--- src/rtl/alu_flag_stage_if.sv ---
// Valid/ready result channel carrying a logic-unit word plus its Z and CF flags.
// The producer side uses the master modport, the consumer side the slave modport.
interface alu_flag_stage_if #(
  parameter int WIDTH = 4
);
  logic [WIDTH-1:0] data;
  logic             z;
  logic             cf;
  logic             valid;
  logic             ready;

  modport master (
    output data,
    output z,
    output cf,
    output valid,
    input  ready
  );

  modport slave (
    input  data,
    input  z,
    input  cf,
    input  valid,
    output ready
  );
endinterface

--- src/rtl/alu_flag_stage.sv ---
// Registered flag/result stage behind the 4-bit logic unit: small FIFO, sticky flags, result counter.
// Optional macro FLAG_STAGE_PARITY_EN adds per-entry even parity and the out_perr_o output.
module alu_flag_stage #(
  parameter int WIDTH = 4,
  parameter int DEPTH = 2,
  parameter int CNT_W = 8
) (
  input  logic             clk,
  input  logic             rst_n,
  alu_flag_stage_if.slave  in_if,
  alu_flag_stage_if.master out_if,
  input  logic             clr_i,
  output logic             sticky_z_o,
  output logic             sticky_cf_o,
  output logic             flag_err_o,
  output logic [CNT_W-1:0] result_cnt_o
`ifdef FLAG_STAGE_PARITY_EN
  ,
  output logic             out_perr_o
`endif
);

  localparam int PW = (DEPTH > 1) ? $clog2(DEPTH) : 1;
  localparam int CW = PW + 1;
  localparam int DW = WIDTH + 2;
`ifdef FLAG_STAGE_PARITY_EN
  localparam int EW = DW + 1;
`else
  localparam int EW = DW;
`endif

  logic [EW-1:0]    mem_q [DEPTH];
  logic [PW-1:0]    wr_ptr_q, wr_ptr_d;
  logic [PW-1:0]    rd_ptr_q, rd_ptr_d;
  logic [CW-1:0]    count_q, count_d;
  logic             rdy_en_q;
  logic [DW-1:0]    last_q, last_d;
  logic             sticky_z_q, sticky_z_d;
  logic             sticky_cf_q, sticky_cf_d;
  logic             flag_err_q, flag_err_d;
  logic [CNT_W-1:0] cnt_q, cnt_d;

  logic             in_ready;
  logic             not_empty;
  logic             push;
  logic             pop;
  logic             in_mismatch;
  logic [DW-1:0]    in_word;
  logic [EW-1:0]    in_entry;
  logic [EW-1:0]    head_entry;
  logic [DW-1:0]    head_word;

  // rdy_en_q keeps the input side closed until the first edge after reset release
  assign in_ready    = rdy_en_q && (count_q != CW'(DEPTH));
  assign not_empty   = (count_q != '0);
  assign push        = in_if.valid && in_ready;
  assign pop         = not_empty && out_if.ready;
  assign in_word     = {in_if.cf, in_if.z, in_if.data};
  assign in_mismatch = (in_if.z != (in_if.data == '0));
  assign head_entry  = mem_q[rd_ptr_q];

`ifdef FLAG_STAGE_PARITY_EN
  assign in_entry = {^in_word, in_word};
`else
  assign in_entry = in_word;
`endif

  // When empty the outputs show the word most recently handed to the consumer
  assign head_word = not_empty ? head_entry[DW-1:0] : last_q;

  assign in_if.ready   = in_ready;
  assign out_if.valid  = not_empty;
  assign out_if.data   = head_word[WIDTH-1:0];
  assign out_if.z      = head_word[WIDTH];
  assign out_if.cf     = head_word[WIDTH+1];

  assign sticky_z_o    = sticky_z_q;
  assign sticky_cf_o   = sticky_cf_q;
  assign flag_err_o    = flag_err_q;
  assign result_cnt_o  = cnt_q;

`ifdef FLAG_STAGE_PARITY_EN
  assign out_perr_o = not_empty && (head_entry[DW] != ^head_entry[DW-1:0]);
`endif

  always_comb begin
    wr_ptr_d = wr_ptr_q;
    rd_ptr_d = rd_ptr_q;
    count_d  = count_q;
    last_d   = last_q;
    if (push) begin
      wr_ptr_d = wr_ptr_q + PW'(1);
    end
    if (pop) begin
      rd_ptr_d = rd_ptr_q + PW'(1);
      last_d   = head_entry[DW-1:0];
    end
    case ({push, pop})
      2'b10:   count_d = count_q + CW'(1);
      2'b01:   count_d = count_q - CW'(1);
      default: count_d = count_q;
    endcase
  end

  // A push in the same cycle as clr_i restarts the sticky bits from that push
  always_comb begin
    sticky_z_d  = clr_i ? 1'b0 : sticky_z_q;
    sticky_cf_d = clr_i ? 1'b0 : sticky_cf_q;
    flag_err_d  = clr_i ? 1'b0 : flag_err_q;
    cnt_d       = clr_i ? '0   : cnt_q;
    if (push) begin
      sticky_z_d  = sticky_z_d  | in_if.z;
      sticky_cf_d = sticky_cf_d | in_if.cf;
      flag_err_d  = flag_err_d  | in_mismatch;
      cnt_d       = cnt_d + CNT_W'(1);
    end
  end

  always_ff @(posedge clk or negedge rst_n) begin
    if (!rst_n) begin
      for (int i = 0; i < DEPTH; i++) begin
        mem_q[i] <= '0;
      end
    end else if (push) begin
      mem_q[wr_ptr_q] <= in_entry;
    end
  end

  always_ff @(posedge clk or negedge rst_n) begin
    if (!rst_n) begin
      wr_ptr_q    <= '0;
      rd_ptr_q    <= '0;
      count_q     <= '0;
      rdy_en_q    <= 1'b0;
      last_q      <= '0;
      sticky_z_q  <= 1'b0;
      sticky_cf_q <= 1'b0;
      flag_err_q  <= 1'b0;
      cnt_q       <= '0;
    end else begin
      wr_ptr_q    <= wr_ptr_d;
      rd_ptr_q    <= rd_ptr_d;
      count_q     <= count_d;
      rdy_en_q    <= 1'b1;
      last_q      <= last_d;
      sticky_z_q  <= sticky_z_d;
      sticky_cf_q <= sticky_cf_d;
      flag_err_q  <= flag_err_d;
      cnt_q       <= cnt_d;
    end
  end

endmodule

--- src/flat_wrapper.sv ---
// flat-port wrapper written by rule: the top's interface ports become plain ports
module alu_flag_stage_flat 
#(
  parameter int WIDTH = 4,
  parameter int DEPTH = 2,
  parameter int CNT_W = 8
)
  (clk, rst_n, clr_i, sticky_z_o, sticky_cf_o, flag_err_o, result_cnt_o, in_if_data, in_if_z, in_if_cf, in_if_valid, in_if_ready, out_if_data, out_if_z, out_if_cf, out_if_valid, out_if_ready);
  alu_flag_stage_if #(.WIDTH(WIDTH)) in_if_i ();
  alu_flag_stage_if #(.WIDTH(WIDTH)) out_if_i ();
  input  logic clk;
  input  logic rst_n;
  input  logic clr_i;
  output logic sticky_z_o;
  output logic sticky_cf_o;
  output logic flag_err_o;
  output logic [CNT_W-1:0] result_cnt_o;
  input wire logic [$bits(in_if_i.data)-1:0] in_if_data;
  input wire logic [$bits(in_if_i.z)-1:0] in_if_z;
  input wire logic [$bits(in_if_i.cf)-1:0] in_if_cf;
  input wire logic [$bits(in_if_i.valid)-1:0] in_if_valid;
  output wire logic [$bits(in_if_i.ready)-1:0] in_if_ready;
  output wire logic [$bits(out_if_i.data)-1:0] out_if_data;
  output wire logic [$bits(out_if_i.z)-1:0] out_if_z;
  output wire logic [$bits(out_if_i.cf)-1:0] out_if_cf;
  output wire logic [$bits(out_if_i.valid)-1:0] out_if_valid;
  input wire logic [$bits(out_if_i.ready)-1:0] out_if_ready;
  assign in_if_i.data = in_if_data;
  assign in_if_i.z = in_if_z;
  assign in_if_i.cf = in_if_cf;
  assign in_if_i.valid = in_if_valid;
  assign in_if_ready = in_if_i.ready;
  assign out_if_data = out_if_i.data;
  assign out_if_z = out_if_i.z;
  assign out_if_cf = out_if_i.cf;
  assign out_if_valid = out_if_i.valid;
  assign out_if_i.ready = out_if_ready;
  alu_flag_stage #(.WIDTH(WIDTH), .DEPTH(DEPTH), .CNT_W(CNT_W)) u_core (.clk(clk), .rst_n(rst_n), .in_if(in_if_i), .out_if(out_if_i), .clr_i(clr_i), .sticky_z_o(sticky_z_o), .sticky_cf_o(sticky_cf_o), .flag_err_o(flag_err_o), .result_cnt_o(result_cnt_o));
endmodule
--- config.mk ---
export PLATFORM = sky130hd
export DESIGN_NAME = alu_flag_stage_flat
export DESIGN_NICKNAME = d
export VERILOG_FILES = /design/src/rtl/alu_flag_stage_if.sv /design/src/rtl/alu_flag_stage.sv /design/src/flat_wrapper.sv
export SDC_FILE = /design/constraint.sdc
export NUM_CORES = 1
export LEC_CHECK = 0
export CAP_MARGIN = 30
export CORE_MARGIN = 2
export CORE_UTILIZATION = 50
export CTS_CLUSTER_DIAMETER = 120
export DETAILED_ROUTE_END_ITERATION = 7
export PLACE_DENSITY = 0.74
export SETUP_SLACK_MARGIN = 0.5
export SLEW_MARGIN = 20
export SYNTH_ARGS = -nofsm -noshare
export SYNTH_HDL_FRONTEND = slang
export SYNTH_SLANG_ARGS = --single-unit
--- constraint.sdc ---
create_clock -name clk -period 2.7 [get_ports clk]
set_clock_uncertainty 0.1 [all_clocks]
set_input_delay 0.27 -clock clk [delete_from_list [all_inputs] [get_ports clk]]
set_output_delay 0.27 -clock clk [all_outputs]
set_load 0.05 [all_outputs]
# Yosys cells after proc, flatten, opt, wreduce, memory -nomap -nowiden
# Index checks and enable logic that the tools add are counted.
word_totals:
  out_inout_bits: 19
  register_bits: 34
  wordCells: 51
  input_bits: 11
op_classes:
  eq_ne: 4
  n_mux: 16
  magnitude_cmp: 3
  addsub: 5
  bitwise_logic: 5
  reduce_logical: 7
op_table:
  columns: ["cell", "count"]
  rows:
  - ["$mux W6", 5]
  - ["$mux W8", 2]
  - ["$bwmux W12", 1]
  - ["$add A8 B1 Y8 const B", 1]
  - ["$demux W6 S1", 1]
  - ["$mux W1", 6]
  - ["$ge A2 B2 Y1 const B", 2]
  - ["$logic_and A1 B1 Y1", 4]
  - ["$logic_not A4 Y1", 1]
  - ["$not A1 Y2", 2]
  - ["$pmux W2 S2", 1]
  - ["$reduce_bool A2 Y1", 2]
  - ["$or A1 B1 Y1", 3]
  - ["$add A1 B1 Y1 const B", 2]
  - ["$add A2 B1 Y2 const B", 1]
  - ["$eq A2 B1 Y1 const B", 1]
  - ["$eq A2 B2 Y1 const B", 1]
  - ["$lt A2 B1 Y1 const B", 1]
  - ["$ne A2 B2 Y1 const B", 1]
  - ["$sub A2 B1 Y2 const B", 1]
  - ["$ne A1 B1 Y1", 1]

# Longest topological paths before layout
# Gate-level depths: netlist (run 1).
logic_depth:
  word_depth: 6
  mapped_depth: 9
  mapped_depth_nobuf: 7

# Least setup slack after synthesis (run 1)
# No wires, ideal clock.
synth_timing:
  path_kind: "reg-to-output"
  from: "reg u_core.count_q[0]"
  to: "out out_if_cf"
  t_arrival_ns: 1.842
  path_buffers: 2
  stages_incl_launch_ff: 5
  setup_slack_ns: 0.488
  path_cell_list: "dfrtp_1 > or2_1 > buf_2 > buf_2 > a21oi_1"
synth_between:
  elab_chain_cells: 2
synth_rtl:
  columns: ["element", "line", "source"]
  rows:
  - ["start, declared", "alu_flag_stage.sv:35", "logic [CW-1:0] count_q, count_d;"]
  - ["start signal, assigned", "alu_flag_stage.sv:143", "count_q <= count_d;"]
  - ["$reduce_bool A2 Y1", "alu_flag_stage.sv:55", "assign not_empty = (count_q != '0);"]
  - ["named net out_if_valid", "flat_wrapper.sv:26", "output wire logic [$bits(out_if_i.valid)-1:0] out_if_valid;"]
  - ["$mux W6", "alu_flag_stage.sv:69", "assign head_word = not_empty ? head_entry[DW-1:0] : last_q;"]
  - ["end, declared", "flat_wrapper.sv:25", "output wire logic [$bits(out_if_i.cf)-1:0] out_if_cf;"]
# The timed path passes the listed nets, and every way through them passes these cells.

# Worst setup path after layout (run 1)
layout_timing:
  from: "reg u_core.rd_ptr_q"
  to: "out out_if_cf"
layout_between:
  elab_chain_cells: 5
layout_rtl:
  columns: ["element", "line", "source"]
  rows:
  - ["start, declared", "alu_flag_stage.sv:34", "logic [PW-1:0] rd_ptr_q, rd_ptr_d;"]
  - ["start signal, assigned", "alu_flag_stage.sv:142", "rd_ptr_q <= rd_ptr_d;"]
  - ["$not A1 Y2 (not written as such)", "alu_flag_stage.sv:60", "assign head_entry = mem_q[rd_ptr_q];"]
  - ["$mux W6 (not written as such) (3 in series)", "alu_flag_stage.sv:60", null]
  - ["$mux W6", "alu_flag_stage.sv:69", null]
# Every way passes these cells. The select of a mux whose other input is x is not followed.

==> metrics.md, run 1 <==
| Metric | Value |
|---|---|
| Synth unique cells | 32 |
| Simple-gate share of the synthesized area | 0.165 |
| Power per cell area | 1140 mW/mm² |
| CP Data Arrival Time | 1.68 ns |
| DR iter-0 viols | 31 |
| Least-Margin Pin Slew | 0.503 ns |
| EDFF count, synth | 0 |
| HPWL after DPL | 2200 µm |
| Placed insts | 208 |
| Maximum vdd drop | 439 µV |
| Initial antenna violation count | 0 |
| Min-Delay Path Class | input port to asynchronous set/reset pin |
| Prevailing post-synth register cell | dfrtp_1 |
| Sum Neg Setup Slack | 0 ns |
| Final std cells w/o fill | 215 |
| YS warnings | 0 |
| Vias per cell | 5.06 |
| Leakage | 0.895 nW |
| Die Width | 60.9 µm |
| Internal power | 0.00124 W |
| FILL cells | 259 |
| Routed Antenna Nets | 0 |
| Reg area | 851 µm² |
| Multi-input logic area | 723 µm² |
| Number of H-tree levels | 2 |
| Num rows | 20 |
| Slew Limit Headroom | 0.664 |
| Setup Fix Bufs, Post-CTS | 0 |
| Critical path peak fanout | 7 |
| Starting Density | 0.526 |
| RSZ-0062 raised after global routing | false |
| Share of cells above drive strength 1 | 0.222 |
| Worst-case hold slack | 0.228 ns |
| Fin crit share | 0.761 |
| First-pass GRT wire length | 5110 µm |
| Pre-CTS setup slack | 0.438 ns |
| Final Hold Violating Endpoints | 0 |
| Tot Pwr | 0.00228 W |
| Status | finished clean |
| Clk_lat worst skew | 0.34 ns |
| Peak Freq | 487 MHz |
| Mux share of post-synthesis cell area | 0.155 |
| Post-synthesis compound-gate area fraction | 0.0471 |
| Buffers on Ports | 29 |
| Number of global-route vias before repair | 1,091 |
| CP endpoint kind | output port |
| Hold-fix buffers at CTS | 0 |
| Synth Register Bits | 34 |
| CP Class | register to output port |
| WL final | 2920 µm |
| Switching Fraction | 0.457 |
| Max cap viols | 0 |
| CTS tree | done |
| Clk sinks | 34 |
| Largest family of logic cells by synthesized area | simple AND/OR/NAND/NOR gates |
| Clock root buffer | clkbuf_4 |
| Nets | 184 |
| Mapped cell area | 0.00162 mm² |
| Final worst setup slack | 0.645 ns |
| Post-synth ARST share | 1.00 |
| Cells after synthesis | 139 |
| Fin crit period | 2.05 ns |
| GP Congestion | 0.759 |
| Net switching power | 0.00104 W |
| Xor and xnor area share after synthesis | 0.0595 |
| CTS buffer count | 5 |
| Post-Synth Adder-Cell Area | 0.0154 |
| Post-route DRC violation count | 0 |
| Clock Tree Buf Depth | 2 |
| WL/cell | 13.6 µm |
| DRT Pass-1 Iters | 4 |
| Die Ht | 60.9 µm |
| Ant diodes | 0 |
| Critical Path Source Type | register |
| Clock power frac | 0.113 |
| GRT Util Overall | 0.190 |
| Mapped Nets | 152 |
| Syn_area_per_cell | 11.7 µm² |
| Worst R2R Path Depth | 6 |
| I/O pins | 30 |
| Die area | 0.00371 mm² |
| Worst-path clk slew | 0.10 ns |
| Total core area | 0.00308 mm² |
| Max-slew violations | 0 |
| WP data required | 2.33 ns |
| Final Setup Violations | 0 |
| Largest net degree at the start of global routing | 35 |
| Seq pwr share | 0.368 |
| Post-synthesis sequential area ratio | 0.525 |
| Grt total ovfl | 0 |
| Comb pwr share | 0.519 |
| Via count | 1,088 |
| Synth-to-Final Area Change | 23.2% |
## final timing paths
kind | to | from | slack [ns]
max in group asynchronous | u_core.mem_q[7] | rst_n | 1.97
min in group clk | u_core.last_q[2] | u_core.last_q[2] | 0.39
setup reg to reg | u_core.count_q[1] | u_core.count_q[0] | 0.83
setup / recovery | out_if_cf | u_core.rd_ptr_q | 0.65
hold reg to reg | u_core.last_q[2] | u_core.last_q[2] | 0.39
hold / removal | u_core.last_q[1] | rst_n | 0.23
## synthesized netlist by cell type, drive strengths merged (2+ instances only)
cell type,n,area [µm²]
a21oi,6,30.0
buf,4,21.3
dfrtp,34,851
ha,2,25.0
inv,5,23.8
mux2,15,191
mux2i,6,60.1
nand2,13,58.8
nand3,4,20.0
nor2,14,85.1
nor2b,7,53.8
nor3,2,10.0
nor4,2,18.8
o21ai,8,40.0
xnor2,10,87.6
## power groups by stage
stage / Sequential (W) / Combinational (W) / Clock (W)
6_report: 0.000840 / 0.00118 / 0.000257
5_1_grt: 0.000873 / 0.00127 / 0.000286
4_1_cts: 0.000841 / 0.00119 / 0.000269
3_5_place_dp: 0.000853 / 0.00123 / 0
3_3_place_gp: 0.000837 / 0.00121 / 0
2_1_floorplan: 0.000849 / 0.000892 / 0
## per-layer routing
metal	global-route usage	routed length, µm	share of wire
met5	0	0	0
met4	0.0652	45	0.015
met3	0.0597	113	0.039
met2	0.284	1420	0.49
met1	0.262	1340	0.46
## cells by family (layout without fill, tap and decap cells)
group                    count (synthesis)  in the layout
AO/OA/AOI/OAI                           15             15
XOR/XNOR                                11             11
adder cells (fa/ha/maj)                  2              2
buffers and inverters                   10             42
flip-flops                              34             34
multiplexers                            21             21
other                                    1              1
AND/OR/NAND/NOR                         45             45
## placed cells by master, fill, tap and decap left out, drive strengths merged, types with 4 or more instances in the layout
master and n:
clkbuf 6, mux2i 6, dfrtp 34, nor2 14, nand3 4, nor2b 7
nand2 13, inv 5, clkdlybuf4s15 5, xnor2 10, a21oi 6, mux2 15
clkdlybuf4s50 21, o21ai 8
## cell type report
| cell class | count | share of cell area |
|---|---|---|
| Sequential cell | 34 | 0.426 |
| Multi-Input combinational cell | 95 | 0.362 |
| Timing Repair Buffer | 30 | 0.148 |
| Tap cell | 44 | 0.0276 |
| Clock buffer | 5 | 0.0188 |
| Inverter | 5 | 0.0119 |
| Clock inverter | 2 | 0.00501 |
## sequential cells by signal (all words and copies together) (netlist names)
signal,cells
u_core.mem_q,12
u_core.result_cnt_o,8
u_core.last_q,6
u_core.count_q,2
u_core.flag_err_o,1
u_core.rd_ptr_q,1
u_core.rdy_en_q,1
u_core.sticky_cf_o,1
u_core.sticky_z_o,1
u_core.wr_ptr_q,1
## worst max-delay path, cell delays in order (launching register included)
cell and delay [ns]:
dfrtp_1 0.57, mux2i_1 0.33, a21oi_1 0.11, clkdlybuf4s15_2 0.34
## what timing repair did
item	CTS	global route
pin swaps	0	0
setup endpoints to repair	8	7
resized for setup	18	3
## through the flow
stage                     area, µm²   util
after global routing           2000  0.649
after global placement         1950  0.633
final                          2000  0.649
after CTS                      2000  0.649
after detailed placement       1950  0.633
after floorplan                1620      -
Power figures use the tool's default switching activity.
==> inputs of run 2 (changes only) <==
Clock period 2.7 ns to 2.1 ns, I/O delays scaled along.
==> metrics.md, run 2 (synthesis gave the netlist of run 1 again) <==
| Metric | Value |
|---|---|
| Status | finished clean |
| Buffers on Ports | 29 |
| Internal power | 0.00249 W |
| Via count | 1,221 |
| Placed insts | 210 |
| Final Setup Violations | 0 |
| Power per cell area | 1680 mW/mm² |
| Sum Neg Setup Slack | 0 ns |
| Post-route DRC violation count | 0 |
| CP cell instances | or2_4 > buf_12 > a21oi_4 > buf_12 |
| Max cap viols | 0 |
| WP data required | 1.79 ns |
| Worst-path clk slew | 0.11 ns |
| Largest register FFs | 12 |
| Die Ht | 60.9 µm |
| Largest net degree at the start of global routing | 35 |
| Nets | 205 |
| DR iter-0 viols | 35 |
| Crit path max-delay cell type | dfrtp_1 |
| Clk_lat worst skew | 0.33 ns |
| Clock Tree Buf Depth | 2 |
| Critical Path Source Type | register |
| Num rows | 20 |
| Comb pwr share | 0.637 |
| Crit-path max cell delay | 0.40 ns |
| I/O pins | 30 |
| First-pass GRT wire length | 5930 µm |
| Min-Delay Path Class | input port to asynchronous set/reset pin |
| Routed Antenna Nets | 0 |
| GRT Util Overall | 0.224 |
| Ant diodes | 0 |
| RSZ-0062 raised after global routing | true |
| Starting Density | 0.526 |
| Clk sinks | 34 |
| Final std cells w/o fill | 237 |
| Net switching power | 0.00186 W |
| Leading cell type in the layout, fill and taps excluded | dfrtp_1 |
| Critical path peak fanout | 7 |
| Crit path top cell by count | buf_12 |
| Leakage | 1.11 nW |
| GP Congestion | 0.841 |
| Multi-input logic area | 0.00102 mm² |
| Initial antenna violation count | 0 |
| Most frequent cells in the layout | 30 x dfrtp_1, 14 x buf_4, 10 x nand2_1 |
| Number of H-tree levels | 2 |
| Seq pwr share | 0.275 |
| CP endpoint kind | output port |
| Switching Fraction | 0.427 |
| Share of cells above drive strength 1 | 0.513 |
| Maximum vdd drop | 798 µV |
| WL/cell | 17.1 µm |
| Fin crit share | 0.869 |
| HPWL after DPL | 2410 µm |
| WL final | 4050 µm |
| Final Hold Violating Endpoints | 0 |
| Peak Freq | 548 MHz |
| Clock root buffer | clkbuf_4 |
| Number of global-route vias before repair | 1,289 |
| CTS tree | done |
| Die Width | 60.9 µm |
| CTS buffer count | 5 |
| FILL cells | 148 |
| Clock power frac | 0.088 |
| Vias per cell | 5.15 |
| Max-slew violations | 0 |
| CP Data Arrival Time | 1.52 ns |
| Fin crit period | 1.83 ns |
| Reg area | 858 µm² |
| DRT Pass-1 Iters | 6 |
| Grt total ovfl | 0 |
| Top reg by flops | u_core.mem_q |
| Total core area | 0.00308 mm² |
| Synth-to-Final Area Change | 59.8% |
| CP Class | register to output port |
| Die area | 0.00371 mm² |
-- run 2: cell count changes in the layout (fill, tap and decap cells not counted), sizes merged, moves of 2 or more --
cell,delta
dlygate4sd2,+2
clkdlybuf4s50,-12
buf,+29
clkbuf,+3
-- run 2: what timing repair did --
item,in CTS,in global routing
hold buffers,0,0
cloned,1,0
resized for setup,48,32
setup endpoints to repair,20,26
setup buffers,11,7
pin swaps,1,9
-- run 2: final timing paths --
path,cells after the start,startpoint,end,slack (ns)
max,4,u_core.count_q[1],out_if_z,0.27
min reg2reg,2,u_core.last_q[3],u_core.last_q[3],0.45
min in group clk,2,clr_i,u_core.result_cnt_o[3],0.19
max in group asynchronous,2,rst_n,u_core.rd_ptr_q,1.40
min,2,rst_n,u_core.mem_q[11],0.17
max reg2reg,9,u_core.count_q[1],u_core.count_q[1],0.36
-- run 2: power groups by stage --
stage	combinational [W]	sequential [W]	clock [W]
finish	0.00277	0.00119	0.000383
global route	0.00290	0.00122	0.000422
CTS	0.00258	0.00114	0.000392
detailed placement	0.00218	0.00110	0
global placement	0.00213	0.00108	0
floorplan	0.00139	0.00109	0
-- run 2: area by class of cell --
cell class / count / area share
Clock inverter: 2 / 0.00483
Tap cell: 44 / 0.0213
Timing Repair Buffer: 51 / 0.218
Sequential cell: 34 / 0.331
Inverter: 5 / 0.0101
Multi-Input combinational cell: 95 / 0.394
Clock buffer: 6 / 0.0198
-- run 2: critical path, delay by kind of cell (launching register included) --
family | cells | cell delay [ns]
AOI/OAI and AO/OA | 1 | 0.18
buffers and inverters | 2 | 0.31
DFF | 1 | 0.40
and+or+nand+nor | 1 | 0.30
-- run 2: metal layers --
metal	up-vias	wire length [µm]	global-route usage
met1	601	1660	0.271
met5	-	0	0
met3	12	134	0.0384
met2	34	2160	0.399
met4	0	97	0.0839
li1	574	-	-
-- run 2: per-stage QoR --
step / total power [W] / setup slack (ns) / hold slack (ns) / util / area [µm²]
floorplan: 0.00248 / 0.374 / -0.186 / - / 1720
global placement: 0.00321 / 0.237 / 0.362 / 0.689 / 2120
detailed placement: 0.00328 / 0.176 / 0.373 / 0.689 / 2120
CTS: 0.00411 / 0.250 / 0.182 / 0.783 / 2410
global route: 0.00454 / 0.222 / 0.188 / 0.841 / 2590
finish: 0.00434 / 0.274 / 0.173 / 0.841 / 2590
==> inputs of run 3 (changes only) <==
Settings changed: CTS_BUF_LIST set to sky130_fd_sc_hd__clkbuf_4 sky130_fd_sc_hd__clkbuf_8.
==> results of run 3 <==
No change in the layout: final DEF, timing and power equal those of run 2.
